===== config.mk =====
export PLATFORM = sky130hd
export DESIGN_NAME = ahb_rr_arbiter
export DESIGN_NICKNAME = d
export VERILOG_FILES = /design/src/rtl/ahb_pkg.sv /design/src/rtl/rr_pick.sv /design/src/rtl/ahb_rr_arbiter.sv
export SDC_FILE = /design/constraint.sdc
export NUM_CORES = 1
export LEC_CHECK = 0
export ABC_AREA = 1
export CORE_MARGIN = 3
export CORE_UTILIZATION = 45
export CTS_BUF_LIST = sky130_fd_sc_hd__clkbuf_16
export DETAILED_ROUTE_END_ITERATION = 16
export PLACE_DENSITY_LB_ADDON = 0.3
export SYNTH_ARGS = -nofsm -noshare
export SYNTH_HDL_FRONTEND = slang
export SYNTH_SLANG_ARGS = --single-unit
export TNS_END_PERCENT = 10

===== constraint.sdc =====
create_clock -name hclk -period 3.6 [get_ports hclk]
set_clock_uncertainty 0.15 [all_clocks]
set_input_delay 0.72 -clock hclk [delete_from_list [all_inputs] [get_ports hclk]]
set_output_delay 0.72 -clock hclk [all_outputs]
set_load 0.01 [all_outputs]

===== src/rtl/ahb_pkg.sv =====
// Shared AHB encodings, arbiter state encoding and small helpers for the
// three-master round-robin arbiter.
package ahb_pkg;

    localparam int NUM_MASTERS = 3;

    typedef enum logic [1:0] {
        HTRANS_IDLE   = 2'b00,
        HTRANS_BUSY   = 2'b01,
        HTRANS_NONSEQ = 2'b10,
        HTRANS_SEQ    = 2'b11
    } htrans_e;

    typedef enum logic [2:0] {
        HBURST_SINGLE = 3'b000,
        HBURST_INCR   = 3'b001,
        HBURST_WRAP4  = 3'b010,
        HBURST_INCR4  = 3'b011,
        HBURST_WRAP8  = 3'b100,
        HBURST_INCR8  = 3'b101,
        HBURST_WRAP16 = 3'b110,
        HBURST_INCR16 = 3'b111
    } hburst_e;

    typedef enum logic [1:0] {
        HRESP_OKAY  = 2'b00,
        HRESP_ERROR = 2'b01,
        HRESP_RETRY = 2'b10,
        HRESP_SPLIT = 2'b11
    } hresp_e;

    typedef enum logic [1:0] {
        ST_IDLE  = 2'b00,
        ST_OWN   = 2'b01,
        ST_BURST = 2'b10
    } state_e;

    // Beats remaining after the NONSEQ; zero means not a fixed-length burst.
    function automatic logic [4:0] burst_beats_m1(input logic [2:0] hburst);
        case (hburst)
            HBURST_WRAP4,  HBURST_INCR4:  return 5'd3;
            HBURST_WRAP8,  HBURST_INCR8:  return 5'd7;
            HBURST_WRAP16, HBURST_INCR16: return 5'd15;
            default:                      return 5'd0;
        endcase
    endfunction

    function automatic logic [1:0] onehot_to_idx(input logic [NUM_MASTERS-1:0] gnt);
        case (gnt)
            3'b010:  return 2'd1;
            3'b100:  return 2'd2;
            default: return 2'd0;
        endcase
    endfunction

    function automatic logic [1:0] next_ptr(input logic [1:0] idx);
        return (idx == 2'd2) ? 2'd0 : idx + 2'd1;
    endfunction

endpackage


===== src/rtl/rr_pick.sv =====
// Combinational round-robin picker: first requester at or after the pointer,
// wrapping modulo NUM_MASTERS.
module rr_pick
    import ahb_pkg::*;
(
    input  logic [NUM_MASTERS-1:0] req_i,
    input  logic [1:0]             ptr_i,
    output logic [NUM_MASTERS-1:0] gnt_o,
    output logic [1:0]             idx_o,
    output logic                   valid_o
);

    logic [2:0] sum;
    logic [1:0] cand;

    // NOTE: every output and temporary gets a default first so no latch is inferred.
    always_comb begin
        gnt_o   = '0;
        idx_o   = 2'd0;
        valid_o = 1'b0;
        sum     = 3'd0;
        cand    = 2'd0;
        for (int k = 0; k < NUM_MASTERS; k++) begin
            sum = {1'b0, ptr_i} + 3'(k);
            if (sum >= 3'(NUM_MASTERS)) sum = sum - 3'(NUM_MASTERS);
            cand = sum[1:0];
            if (!valid_o && req_i[cand]) begin
                gnt_o[cand] = 1'b1;
                idx_o       = cand;
                valid_o     = 1'b1;
            end
        end
    end

endmodule


===== src/rtl/ahb_rr_arbiter.sv =====
// Three-master AHB bus arbiter: round-robin grants, fixed-length burst
// tracking with early termination, and optional locked-transfer support.
module ahb_rr_arbiter
    import ahb_pkg::*;
#(
    parameter bit LOCK_EN = 1'b1
) (
    input  logic                   hclk,
    input  logic                   hresetn,
    input  logic [NUM_MASTERS-1:0] hbusreq,
    input  logic [NUM_MASTERS-1:0] hlock,
    input  logic [1:0]             htrans,
    input  logic [2:0]             hburst,
    input  logic                   hready,
    input  logic [1:0]             hresp,
    output logic [NUM_MASTERS-1:0] hgrant,
    output logic [1:0]             hmaster,
    output logic                   hmastlock
);

    state_e                 state_q, state_d;
    logic [NUM_MASTERS-1:0] hgrant_q, hgrant_d;
    logic [1:0]             hmaster_q, hmaster_d;
    logic                   hmastlock_q, hmastlock_d;
    logic [4:0]             cnt_q, cnt_d;
    logic [1:0]             ptr_q, ptr_d;

    logic [NUM_MASTERS-1:0] pick_gnt;
    logic [1:0]             pick_idx;
    logic                   pick_valid;
    logic [1:0]             own_idx;
    logic                   owner_locked;
    logic                   burst_term;
    logic                   rearb;

    rr_pick u_pick (
        .req_i   (hbusreq),
        .ptr_i   (ptr_q),
        .gnt_o   (pick_gnt),
        .idx_o   (pick_idx),
        .valid_o (pick_valid)
    );

    assign own_idx      = onehot_to_idx(hgrant_q);
    assign owner_locked = LOCK_EN && (hgrant_q != '0) && hlock[own_idx];
    assign burst_term   = (htrans == HTRANS_IDLE) || (htrans == HTRANS_NONSEQ) ||
                          (hresp != HRESP_OKAY);

    always_comb begin
        state_d     = state_q;
        hgrant_d    = hgrant_q;
        hmaster_d   = hmaster_q;
        hmastlock_d = hmastlock_q;
        cnt_d       = cnt_q;
        ptr_d       = ptr_q;
        rearb       = 1'b0;

        case (state_q)
            ST_IDLE: begin
                if (pick_valid) begin
                    hgrant_d = pick_gnt;
                    ptr_d    = next_ptr(pick_idx);
                    state_d  = ST_OWN;
                end
            end
            ST_OWN: begin
                if (hready) begin
                    if (htrans == HTRANS_NONSEQ && burst_beats_m1(hburst) != 5'd0) begin
                        cnt_d   = burst_beats_m1(hburst);
                        state_d = ST_BURST;
                    end else begin
                        rearb = 1'b1;
                    end
                end
            end
            ST_BURST: begin
                // A zero count while still in BURST marks a burst already cut short.
                if (hready) begin
                    if (cnt_q == 5'd0 || burst_term ||
                        (htrans == HTRANS_SEQ && cnt_q == 5'd1)) begin
                        cnt_d = 5'd0;
                        rearb = 1'b1;
                    end else if (htrans == HTRANS_SEQ) begin
                        cnt_d = cnt_q - 5'd1;
                    end
                end else if (burst_term) begin
                    cnt_d = 5'd0;
                end
            end
            default: state_d = ST_IDLE;
        endcase

        if (rearb) begin
            if (owner_locked) begin
                state_d = ST_OWN;
            end else if (pick_valid) begin
                hgrant_d = pick_gnt;
                ptr_d    = next_ptr(pick_idx);
                state_d  = ST_OWN;
            end else begin
                hgrant_d = '0;
                state_d  = ST_IDLE;
            end
        end

        // hmaster/hmastlock follow the grant one accepted cycle later (address phase).
        if (hready) begin
            if (hgrant_q != '0) begin
                hmaster_d   = own_idx;
                hmastlock_d = owner_locked;
            end else begin
                hmastlock_d = 1'b0;
            end
        end
    end

    // NOTE: state registers use non-blocking assignments; reset is synchronous.
    always_ff @(posedge hclk) begin
        if (!hresetn) begin
            state_q     <= ST_IDLE;
            hgrant_q    <= '0;
            hmaster_q   <= 2'd0;
            hmastlock_q <= 1'b0;
            cnt_q       <= 5'd0;
            ptr_q       <= 2'd0;
        end else begin
            state_q     <= state_d;
            hgrant_q    <= hgrant_d;
            hmaster_q   <= hmaster_d;
            hmastlock_q <= hmastlock_d;
            cnt_q       <= cnt_d;
            ptr_q       <= ptr_d;
        end
    end

    assign hgrant    = hgrant_q;
    assign hmaster   = hmaster_q;
    assign hmastlock = hmastlock_q;

endmodule


==> results of run 1 <==
cells in the mapped netlist:
cell / n / area, um^2
o21ai_1: 7 / 35.0
nand2_1: 45 / 169
buf_6: 1 / 11.3
or2_1: 1 / 6.26
o31ai_1: 1 / 7.51
a32oi_1: 1 / 8.76
o22ai_1: 1 / 6.26
nand2_2: 6 / 37.5
inv_2: 4 / 15.0
o21ai_0: 7 / 35.0
nor2_2: 2 / 12.5
a31oi_1: 1 / 6.26
nand3_1: 16 / 80.1
inv_1: 36 / 135
a21oi_1: 10 / 50.1
o21ai_2: 2 / 17.5
ha_1: 12 / 150
nand3_2: 2 / 20.0
nand4_1: 3 / 18.8
nor2_4: 1 / 11.3
nand2_4: 5 / 56.3
nor3_2: 1 / 10.0
a211oi_1: 1 / 7.51
clkbuf_2: 1 / 5.00
nor3_1: 1 / 5.00
and2_4: 1 / 8.76
o211ai_1: 2 / 15.0
dfxtp_1: 15 / 300
nor2_1: 28 / 105
xor2_1: 1 / 8.76
how the worst max path moves through the flow:
stage / slack (ns) / depth (start not counted) / to / from
final: 1.30 / 10 / cnt_q[3]$_SDFFE_PN0P_ / htrans[0]
after global routing: 1.17 / 11 / hgrant[1]$_SDFF_PN0_ / hready
after CTS: 1.30 / 10 / cnt_q[3]$_SDFFE_PN0P_ / htrans[0]
after detailed placement: 1.05 / 10 / cnt_q[3]$_SDFFE_PN0P_ / htrans[0]
after global placement: 1.07 / 10 / cnt_q[3]$_SDFFE_PN0P_ / htrans[0]
after floorplan: 1.74 / 11 / ptr_q[1]$_SDFF_PN0_ / hready
flip-flops by register name (all words and copies together), names as in the netlist:
signal     count
hgrant         3
ptr_q          2
hmaster        2
hmastlock      1
cnt_q          5
state_q        2
critical path: cells and delay by family:
| family | cells | cell delay, ns |
|---|---|---|
| AOI/OAI and AO/OA | 2 | 0.17 |
| buffers and inverters | 2 | 0.60 |
| and+or+nand+nor | 6 | 0.77 |
logic make-up after synthesis:
family / share of synthesized area
AO/OA/AOI/OAI: 0.139
XOR/XNOR: 0.00646
adder cells (fa/ha/maj): 0.111
buffers and inverters: 0.123
flip-flops: 0.222
AND/OR/NAND/NOR: 0.399
final cells by class:
class,instances,area (um^2),share of cell area
Clock inverter,1,3.75,0.00227
Inverter,40,150,0.0906
Timing Repair Buffer,20,200,0.121
Tap cell,31,38.8,0.0234
Sequential cell,15,300,0.181
Multi-Input combinational cell,158,888,0.536
Clock buffer,3,75.1,0.0453
stage by stage:
step | hold slack, ns | utilization
after global routing | 0.342 | 0.591
after detailed placement | 0.307 | 0.562
after CTS | 0.313 | 0.591
after global placement | 0.303 | 0.562
final | 0.310 | 0.591
after floorplan | 0.311 | -
routing by layer:
metal / wire length (um) / global-route usage / part of all wire / up-vias
met5: 0 / 0 / 0 / -
met4: 19 / 0.0588 / 0.0065 / 0
met3: 128 / 0.0404 / 0.044 / 2
met2: 1350 / 0.289 / 0.46 / 24
met1: 1410 / 0.218 / 0.49 / 606
li1: - / - / - / 721
power groups by stage:
stage | Clock [mW] | Combinational, mW | Sequential [mW]
after floorplan | 0 | 0.711 | 0.288
after global placement | 0 | 0.881 | 0.288
after detailed placement | 0 | 0.891 | 0.288
after CTS | 0.222 | 0.898 | 0.285
after global routing | 0.229 | 1.02 | 0.297
final | 0.220 | 0.898 | 0.286
==> summary.md, run 1 <==
The library cell used most frequently in the layout, excluding fill and tap cells, is nand2_1. The net total in the final layout was 266. The tools report the I/O pin total as 22. Largest incremental delay on the critical path: 0.53 ns. For this design, the sink count on the clock tree is 15. Power spread over the standard cell area amounts to 847 nW/um^2.

Setup violations remaining at the end of the flow were counted as 0. In this run the core area contains 19 standard-cell rows. The first global-routing pass estimated 4.91 mm of wire. The data arrival at the endpoint of the critical path came out at 2.28 ns. Setup total negative slack on the finished layout was measured at 0 ns.

DRC marker count from the first detailed-route iteration: 77. The smallest clock period supported by the final layout is computed as 2.30 ns. Final number of max-transition violations: 0. In this run, post-CTS repair resized a total of 0 instances. At the later pin of the worst-skew pair, clock insertion delay measures 0.25 ns. The portion of total power attributed to sequential cells is 0.203, and the sum of internal, switching and leakage power is 1.40 mW.

The fraction of final layout cells with drive strength greater than 1 was 0.114. The worst setup path is captured at a register. For this run, the top clock speed supported by timing is 435 MHz.

Per-instance average area after synthesis: 6.30 um^2. The placed instances occupy a cell area of 1580 um^2. The worst setup slack for register-to-register paths is 1.55 ns, and the area of the core region is 2810 um^2. Setup repair after global routing left no endpoint under its margin. The net switching fraction of the power is 0.482, and the area overhead of the layout relative to synthesis is 22.3%. For hold timing, the worst endpoint is hmaster[1]$_SDFFE_PN0P_. The library cells used most frequently in the layout, excluding fill and tap cells, are nand2_1, inv_1, nor2_1, clkdlybuf4s50_1, nand3_1.

In this run, synthesis produced a sequential element count of 15. The tools report the clock share of power as 0.157. TritonCTS built the clock tree. The number of antenna diodes in the final layout is 0.

The total number of H-tree levels was 1; the internal power summed over all cells was 728 uW. The logs give 0 for the count of synthesis-stage warnings from yosys and 1660 um^2 for the area of all placed cells without fillers. At the pin with the least slew margin, the transition time is 0.373 ns. Summed over all cells, the static leakage comes to 0.805 nW. Across the run, the number of max-cap violations was 0. The tightest min-delay check is of the reg -> reg type. The die outline area was 3710 um^2; the cell depth of the worst hold path was 2. For this run, the number of standard cells in the final layout without fillers is 268. For the synthesized instance count, the log shows 215.

The maximum number of pins on one net before global-route repair is 12. The number of endpoints with negative hold slack in the final report is 0. In this run the power spent charging and discharging nets is 676 uW.

In this run the post-CTS setup repair buffer count came out at 0. During placement, the flow inserted port buffers numbering 20. The category of the critical setup timing path was in -> reg. The normalized max-slew margin was 0.751; the logic gate share of total power was 0.640.

The slowest stage of the critical path is the clkdlybuf4s50_1 cell. The width of the die is 60.9 um. The number of buffers added to fix hold violations after cts is 0.

The initial antenna violation count was 0. The tree is rooted in a clkbuf_16. In this run the critical register-to-register path is launched from ptr_q[0]$_SDFF_PN0_.

The net count of the mapped netlist is 243, and the share of the clock period used by the worst path is 0.638. The sequential cell area fraction in the yosys report was 0.222; the maximum resistive drop on vdd was 0.472 mV. The startpoint identified for the worst hold timing path is hmaster[1]$_SDFFE_PN0P_.

OpenSTA, run right after detailed placement, puts the worst setup slack at 1.05 ns. The tools report the number of buffers on the longest clock path as 2. The post-synthesis cell area was 1360 um^2. In this run the worst path has a maximum fanout of 7. The via count of the first global-routing pass was 1190. The endpoint identified for the worst register-to-register timing path is ptr_q[0]$_SDFF_PN0_. For this run the aggregate overflow at the end of global routing stands at 0. The number of optimization iterations in the first detailed-route pass is 4, and the wire length per cell after detailed routing is 10.8 um. The aggregate routed wire length came out at 2.91 mm. For the global-route usage over all layers, the log shows 0.173. The run finished with clean final reports. After detailed routing, the number of remaining DRC violations is 0. Clock-pin slew was measured on the worst setup and hold paths at 0.05 ns. The routed via count was 1353. The signal on the critical path passes through clkdlybuf4s50_1, nand2_1, nor3_2, nand2_2, nor2_2, nand2_1, nand2_2, inv_2, o21ai_1, a21oi_1.

Dividing the detail-routed via count by the number of cells gives 5.05. The smallest setup slack after layout was 1.30 ns. STA puts the critical path data required time at 3.58 ns. The worst setup path is launched from an input port.

The logs give 0.892 for the routability congestion estimate and 263 for the filler cell count in the final layout. The post-synthesis cell type count was 30. The detail route stage leaves a number of antenna-violating nets equal to 0.

The initial standard-cell utilization of the core was 0.483. The tools report the number of instances in the placed design as 264. In this run the vertical extent of the chip is 60.9 um. For the total CTS buffers, the log shows 3. The cell count of the worst reg-to-reg path came out at 13.

Detailed placement ended at an HPWL of 2.21 mm.
No activity file was read; power rests on OpenSTA's default activity.
==> run 2: changes to the inputs <==
==> constraint.sdc (replaced) <==
create_clock -name hclk -period 1.9 [get_ports hclk]
set_clock_uncertainty 0.15 [all_clocks]
set_input_delay 0.38 -clock hclk [delete_from_list [all_inputs] [get_ports hclk]]
set_output_delay 0.38 -clock hclk [all_outputs]
set_load 0.01 [all_outputs]
==> run 2 against run 1 <==
  * Utilization up 12 points
  * Critical endpoint is now ptr_q[1]$_SDFF_PN0_
  * Power increased by 130%
  * Largest cell class unchanged
  * Combinational power grew to 2.6 times the previous value
==> summary.md, run 2 (synthesized netlist as in run 1, its figures left out) <==
22 I/O pins were placed. The run finished with clean final reports. In this run the core area contains 19 standard-cell rows. The die covers 3710 um^2. The capturing element type of the critical path was a register. Across the run, the number of max-cap violations was 0. VDD sags by at most 0.918 mV. After clock tree synthesis, the clock-pin slew on the worst setup and hold paths is 0.05 ns.

The first TritonRoute pass finished after 4 iterations. The floorplan step defined a core boundary enclosing 2810 um^2. The via count of the first global-routing pass was 1195; the number of buffers added to fix hold violations after cts was 0.

The sum of internal, switching and leakage power is 3.30 mW, and the highest achievable clock rate is 540 MHz. The routed layout has 1509 vias. Setup repair after global routing could not meet its margin everywhere. The analysis attributes to cell leakage a power of 0.971 nW.

The register with the most flip-flops in the final layout is cnt_q. The largest fanout of any net on the critical path works out to 7. The tools report the final HPWL from detailed placement as 2.35 mm.

Global routing finished with a remaining overflow of 0. The initial antenna violation count is 0. The initial standard-cell utilization of the core is 0.483, and the mean number of vias per cell is 5.10. The normalized max-slew margin is 0.831.

Data on the critical path arrives at its endpoint at 1.84 ns. The area overhead of the layout relative to synthesis came out at 47.9%. Clock root buffer: clkbuf_16.

The tools report the first-pass GRT wire length as 4.76 mm. The number of standard cells in the final layout excluding fillers came out at 296. The cell count of the worst reg-to-reg path was 13; the minimum hold slack was 0.310 ns. In this run the vertical extent of the chip is 60.9 um. Launching element of the worst setup path: htrans[1]. The number of endpoints with negative hold slack in the final report was 0. The share of the clock period used by the worst path is 0.975. The total CTS buffers was 3. TritonCTS built the clock tree.

Final number of max-transition violations: 0. For the worst setup path, the data required time is 1.89 ns. The path class of the tightest hold or removal check is reg -> reg. The worst setup slack for register-to-register paths was 0.05 ns. Category of the critical setup timing path: in -> reg. The total of buffers placed on input and output ports was 20.

The wire length per cell after detailed routing is 12.1 um, and the number of antenna diodes is 0. The total power divided by cell area works out to 1650 nW/um^2. In the final design database the tool counted 294 nets.

After routing, the total negative slack on setup checks comes to 0 ns. Entering global routing, the biggest net connects 11 pins. In this run the critical register-to-register path is launched from ptr_q[0]$_SDFF_PN0_. Counting I/O delays and the setup requirement, the final critical path takes 1.85 ns.

The number of clock sinks is 15. The count of nets left with antenna violations once routing finished came out at 0. The congestion estimate from routability-driven global placement came to 0.891. Fill cells in the final layout number 216. The DRC marker count from the first detailed-route iteration is 84, and the total number of H-tree levels is 1.

The total of endpoints with negative setup slack in the final report was 0. The tools report the global-route usage over all layers as 0.167. The register with the most flip-flops in the layout has 5 of them.

In this run the deepest clock path goes through 2 buffers. The worst register-to-register path ends at ptr_q[0]$_SDFF_PN0_. The critical path ends at ptr_q[1]$_SDFF_PN0_.

At the later pin of the worst-skew pair, clock insertion delay measures 0.25 ns. The worst setup path is launched from an input port. The aggregate routed wire length was 3.59 mm.

Commonest non-fill, non-tap cell in the layout: nand2_1. The library cells used most frequently in the layout, excluding fill and tap cells, are nand2_1, inv_1, nor2_1, buf_4, clkdlybuf4s50_1. The slew at the pin closest to its max-slew limit works out to 0.251 ns. Post-detailed-route DRC marker count: 0. The fraction of final layout cells with drive strength greater than 1 came out at 0.298. The width of the die is 60.9 um. The tools report the number of instances in the placed design as 282.
[run 2: final cells by class]
type / instances / area, um^2 / share of cell area
clock buffer: 3 / 75.1 / 0.0375
clock inverter: 1 / 5.00 / 0.00250
inverter: 40 / 155 / 0.0774
multi-input combinational: 159 / 1010 / 0.502
sequential: 15 / 308 / 0.154
tap: 31 / 38.8 / 0.0194
timing repair buffer: 47 / 415 / 0.207
[run 2: what timing repair did]
| item | CTS | global route |
|---|---|---|
| buffers inserted | 0 | 9 |
| gates cloned | 0 | 1 |
| setup endpoints to repair | 2 | 12 |
| pin swaps | 0 | 16 |
| gates resized for setup | 1 | 40 |
[run 2: per-stage QoR]
stage | setup WS, ns | area, um^2 | utilization
after global placement | -0.169 | 1710 | 0.611
after global routing | -0.0660 | 2000 | 0.715
final | 0.0473 | 2000 | 0.715
after floorplan | 0.0488 | 1360 | -
after CTS | 0.00171 | 1810 | 0.644
after detailed placement | -0.212 | 1710 | 0.611
[run 2: how the worst min path moves through the flow]
stage,from,end,slack (ns),depth (start not counted)
2_1_floorplan,cnt_q[1]$_SDFFE_PN0P_,cnt_q[1]$_SDFFE_PN0P_,0.31,2
3_3_place_gp,hmaster[1]$_SDFFE_PN0P_,hmaster[1]$_SDFFE_PN0P_,0.30,2
3_5_place_dp,hmaster[1]$_SDFFE_PN0P_,hmaster[1]$_SDFFE_PN0P_,0.30,2
4_1_cts,hmaster[1]$_SDFFE_PN0P_,hmaster[1]$_SDFFE_PN0P_,0.31,2
5_1_grt,hmaster[1]$_SDFFE_PN0P_,hmaster[1]$_SDFFE_PN0P_,0.34,2
6_report,hmaster[1]$_SDFFE_PN0P_,hmaster[1]$_SDFFE_PN0P_,0.31,2
[run 2: routing by layer]
metal / routed length, um / global-route usage / vias to the layer above / part of all wire
li1: - / - / 783 / -
met1: 1630 / 0.211 / 692 / 0.45
met2: 1800 / 0.276 / 30 / 0.50
met3: 129 / 0.0362 / 4 / 0.036
met4: 27 / 0.0619 / 0 / 0.0075
met5: 0 / 0 / - / 0
[run 2: worst max-delay path, cell delays in order]
cell and delay [ns]:
clkdlybuf4s50_1 0.49, nand3_1 0.09, nand2_1 0.08, nand2_1 0.07
nand2_2 0.15, nand2_4 0.09, nor2_4 0.14, nand2_2 0.08
nand2_4 0.09, and2_4 0.14, nor2_1 0.03
[run 2: power by group]
group	leakage, nW	total (mW)	switching [mW]	internal, mW
registers	0.125	0.553	0.104	0.449
logic	0.805	2.33	1.30	1.03
clock network	0.0409	0.413	0.132	0.281
total	0.971	3.30	1.54	1.76
==> run 3: changes to the inputs <==
--- a/config.mk
+++ b/config.mk
@@ -6,11 +6,14 @@
 export NUM_CORES = 1
 export LEC_CHECK = 0
 export ABC_AREA = 1
+export CORE_ASPECT_RATIO = 1.5
 export CORE_MARGIN = 3
 export CORE_UTILIZATION = 45
 export CTS_BUF_LIST = sky130_fd_sc_hd__clkbuf_16
 export DETAILED_ROUTE_END_ITERATION = 16
+export MAX_ROUTING_LAYER = met4
 export PLACE_DENSITY_LB_ADDON = 0.3
+export SLEW_MARGIN = 20
 export SYNTH_ARGS = -nofsm -noshare
 export SYNTH_HDL_FRONTEND = slang
 export SYNTH_SLANG_ARGS = --single-unit
==> run 3 against run 2 <==
  * Global-route usage up 3.0 points
  * Sequential share of layout area up 0.23 points
  * Register-to-register slack about the same
  * Routed wire length down 0.78%
  * Critical path type unchanged
  * Critical endpoint unchanged
  * Highest routed layer unchanged
==> summary.md, run 3 (synthesized netlist as in run 1, its figures left out) <==
The run finished with clean final reports. Derived from the worst setup path, the maximum achievable clock frequency is 528 MHz. The required arrival time at the worst endpoint is 1.89 ns, and the first-pass GRT wire length is 5.58 mm. The cell count of the worst reg-to-reg path works out to 13. The total CTS buffers is 3, and the count of maximum capacitance violations is 0.

The total area inside the core boundary comes to 2760 um^2. Setup violations remaining at the end of the flow were counted as 0. The total of buffers placed on input and output ports came out at 20.

By startpoint and endpoint, the worst setup path is classified as in -> reg. The area of all placed cells without fillers is 1980 um^2. The routed design has 3.56 mm of wire. For this run the aggregate overflow at the end of global routing stands at 0. The die covers 3720 um^2. The library cells used most frequently in the layout, excluding fill and tap cells, are nand2_1, inv_1, nor2_1, clkdlybuf4s50_1, buf_4. The tools report the portion of total power attributed to sequential cells as 0.178. After floorplanning, the core was divided into 23 placement rows.

The run gives 1418 as the via count of the first global-routing pass. Subtracting the final worst setup slack from the clock period gives 1.89 ns. After detailed routing, the number of remaining DRC violations is 0. After the last flow step, the layout net total stands at 285. For the normalized max-slew margin, the log shows 0.844.

The worst setup path is captured at a register. The net switching fraction of the power is 0.475. The clock latency reported for the late side of the worst-skew pair was 0.25 ns; the number of endpoints with negative hold slack in the final report was 0. In this run, the number of DRC markers left after iteration 0 of detailed routing was 34. The global-route usage over all layers is 0.197, and the clock share of power is 0.129.

The flip-flop count of the largest register after layout is 5, and the setup TNS after final layout is 0 ns. For the initial standard-cell utilization of the core, the log shows 0.490. The tools report the kind of launch point of the worst setup path as an input port.

Fraction of final layout cells with drive strength greater than 1: 0.313. Across the VDD grid, the largest voltage drop is 0.888 mV. After clock tree synthesis, the clock-pin slew on the worst setup and hold paths is 0.05 ns.

Counting the fill cells in the layout gives 229. The tools report the number of routed nets with antenna violations as 0. In this run the power density over the cells is 1610 nW/um^2. For the routed via count, the log shows 1454. The logs give 0.692 for the logic gate share of total power and 4 for the number of optimization iterations in the first detailed-route pass. The tools report the routability congestion estimate as 0.829.

Leaving out fill and tap cells, the most frequent cell in the layout is nand2_1. The tools report the total leakage power as 0.935 nW. The sum of internal, switching and leakage power was 3.19 mW; the share of the clock period used by the worst path was 0.996. The initial antenna violation count is 0. The worst hold path belongs to the class reg -> reg.

The logs give 0.00683 ns for the smallest setup slack after layout and 2.53 mm for the final HPWL from detailed placement. Internal power comes to 1.67 mW. Setup repair after global routing could not meet its margin everywhere.

The slew at the pin closest to its max-slew limit was 0.232 ns. For the share of the core filled with cells in the final layout, the log shows 0.718. Hold repair after CTS inserted 0 buffers. The wire length per cell after detailed routing was 12.2 um. The number of buffers on the longest clock path is 2, and the final number of max-transition violations is 0. Entering global routing, the biggest net connects 12 pins. In the routed layout, each cell is associated on average with a via count of 4.96. At the worst endpoint, the arrival time is 1.88 ns. The tools report the number of antenna diodes as 0. Prior to clock tree synthesis, the placed netlist has a worst setup slack of -0.214 ns.

22 I/O pins were placed. Number of clock sinks: 15. The area overhead of the layout relative to synthesis was 46.4%; the floorplan die height was 73.2 um. Along the worst path, the maximum fanout reaches 7.

The total number of H-tree levels was 1. TritonCTS built the clock tree. Counting flops per register, the top entry is cnt_q. Clock root buffer: clkbuf_16.

The switching power is 1.52 mW, and the cell depth of the worst hold path is 2. Width of the die: 50.8 um. The cell area after placement was 1700 um^2.
==> run 3: cell count changes in the layout (fill, tap and decap cells not counted), sizes merged <==
| cell | delta |
|---|---|
| buf | -9 |
==> run 3: critical path, cell delays in order <==
cell             delay (ns)
clkdlybuf4s50_1        0.52
inv_2                  0.08
o21ai_4                0.20
nand2_4                0.12
nand2_4                0.11
nor2_4                 0.05
inv_2                  0.08
nand2_2                0.07
nand2_4                0.10
and2_4                 0.15
nor2_2                 0.03
==> run 3: stage by stage <==
stage / instances / hold WS (ns)
3_3_place_gp: 285 / 0.307
6_report: 293 / 0.315
3_5_place_dp: 285 / 0.312
2_1_floorplan: 215 / 0.311
5_1_grt: 293 / 0.346
4_1_cts: 289 / 0.319
==> run 3: repair_timing <==
action                     in CTS  in global routing
setup endpoints to repair       3                 12
cloned                          0                  1
setup buffers                   0                  3
pin swaps                       0                 14
resized for setup               2                 50
==> run 3: path summary, 6_finish.rpt <==
kind                                              start                       to  slack (ns)
worst max-delay path                         hbusreq[2]      ptr_q[1]$_SDFF_PN0_       0.007
worst min-delay path            hmaster[1]$_SDFFE_PN0P_  hmaster[1]$_SDFFE_PN0P_        0.31
worst max register to register      ptr_q[0]$_SDFF_PN0_      ptr_q[1]$_SDFF_PN0_        0.06
worst min register to register  hmaster[1]$_SDFFE_PN0P_  hmaster[1]$_SDFFE_PN0P_        0.31
==> run 3: per-layer routing <==
layer | vias up | share of wire | GRT usage
met5 | - | 0 | -
met4 | 0 | 0.020 | 0.0958
met3 | 8 | 0.019 | 0.0245
met2 | 18 | 0.58 | 0.376
met1 | 664 | 0.38 | 0.190
li1 | 764 | - | -
==> run 3: power groups by stage <==
stage | sequential, mW | clock (mW) | combinational, mW
6_report | 0.569 | 0.413 | 2.21
5_1_grt | 0.580 | 0.425 | 2.49
4_1_cts | 0.539 | 0.420 | 1.84
3_5_place_dp | 0.545 | 0 | 1.81
3_3_place_gp | 0.539 | 0 | 1.79
2_1_floorplan | 0.547 | 0 | 1.35
==> run 3: cell type report <==
type	count	area, um^2	share of cell area
multi-input combinational	159	1050	0.529
inverter	40	155	0.0782
timing repair buffer	38	344	0.174
clock buffer	3	75.1	0.0379
clock inverter	1	5.00	0.00252
sequential	15	309	0.156
tap	37	46.3	0.0233
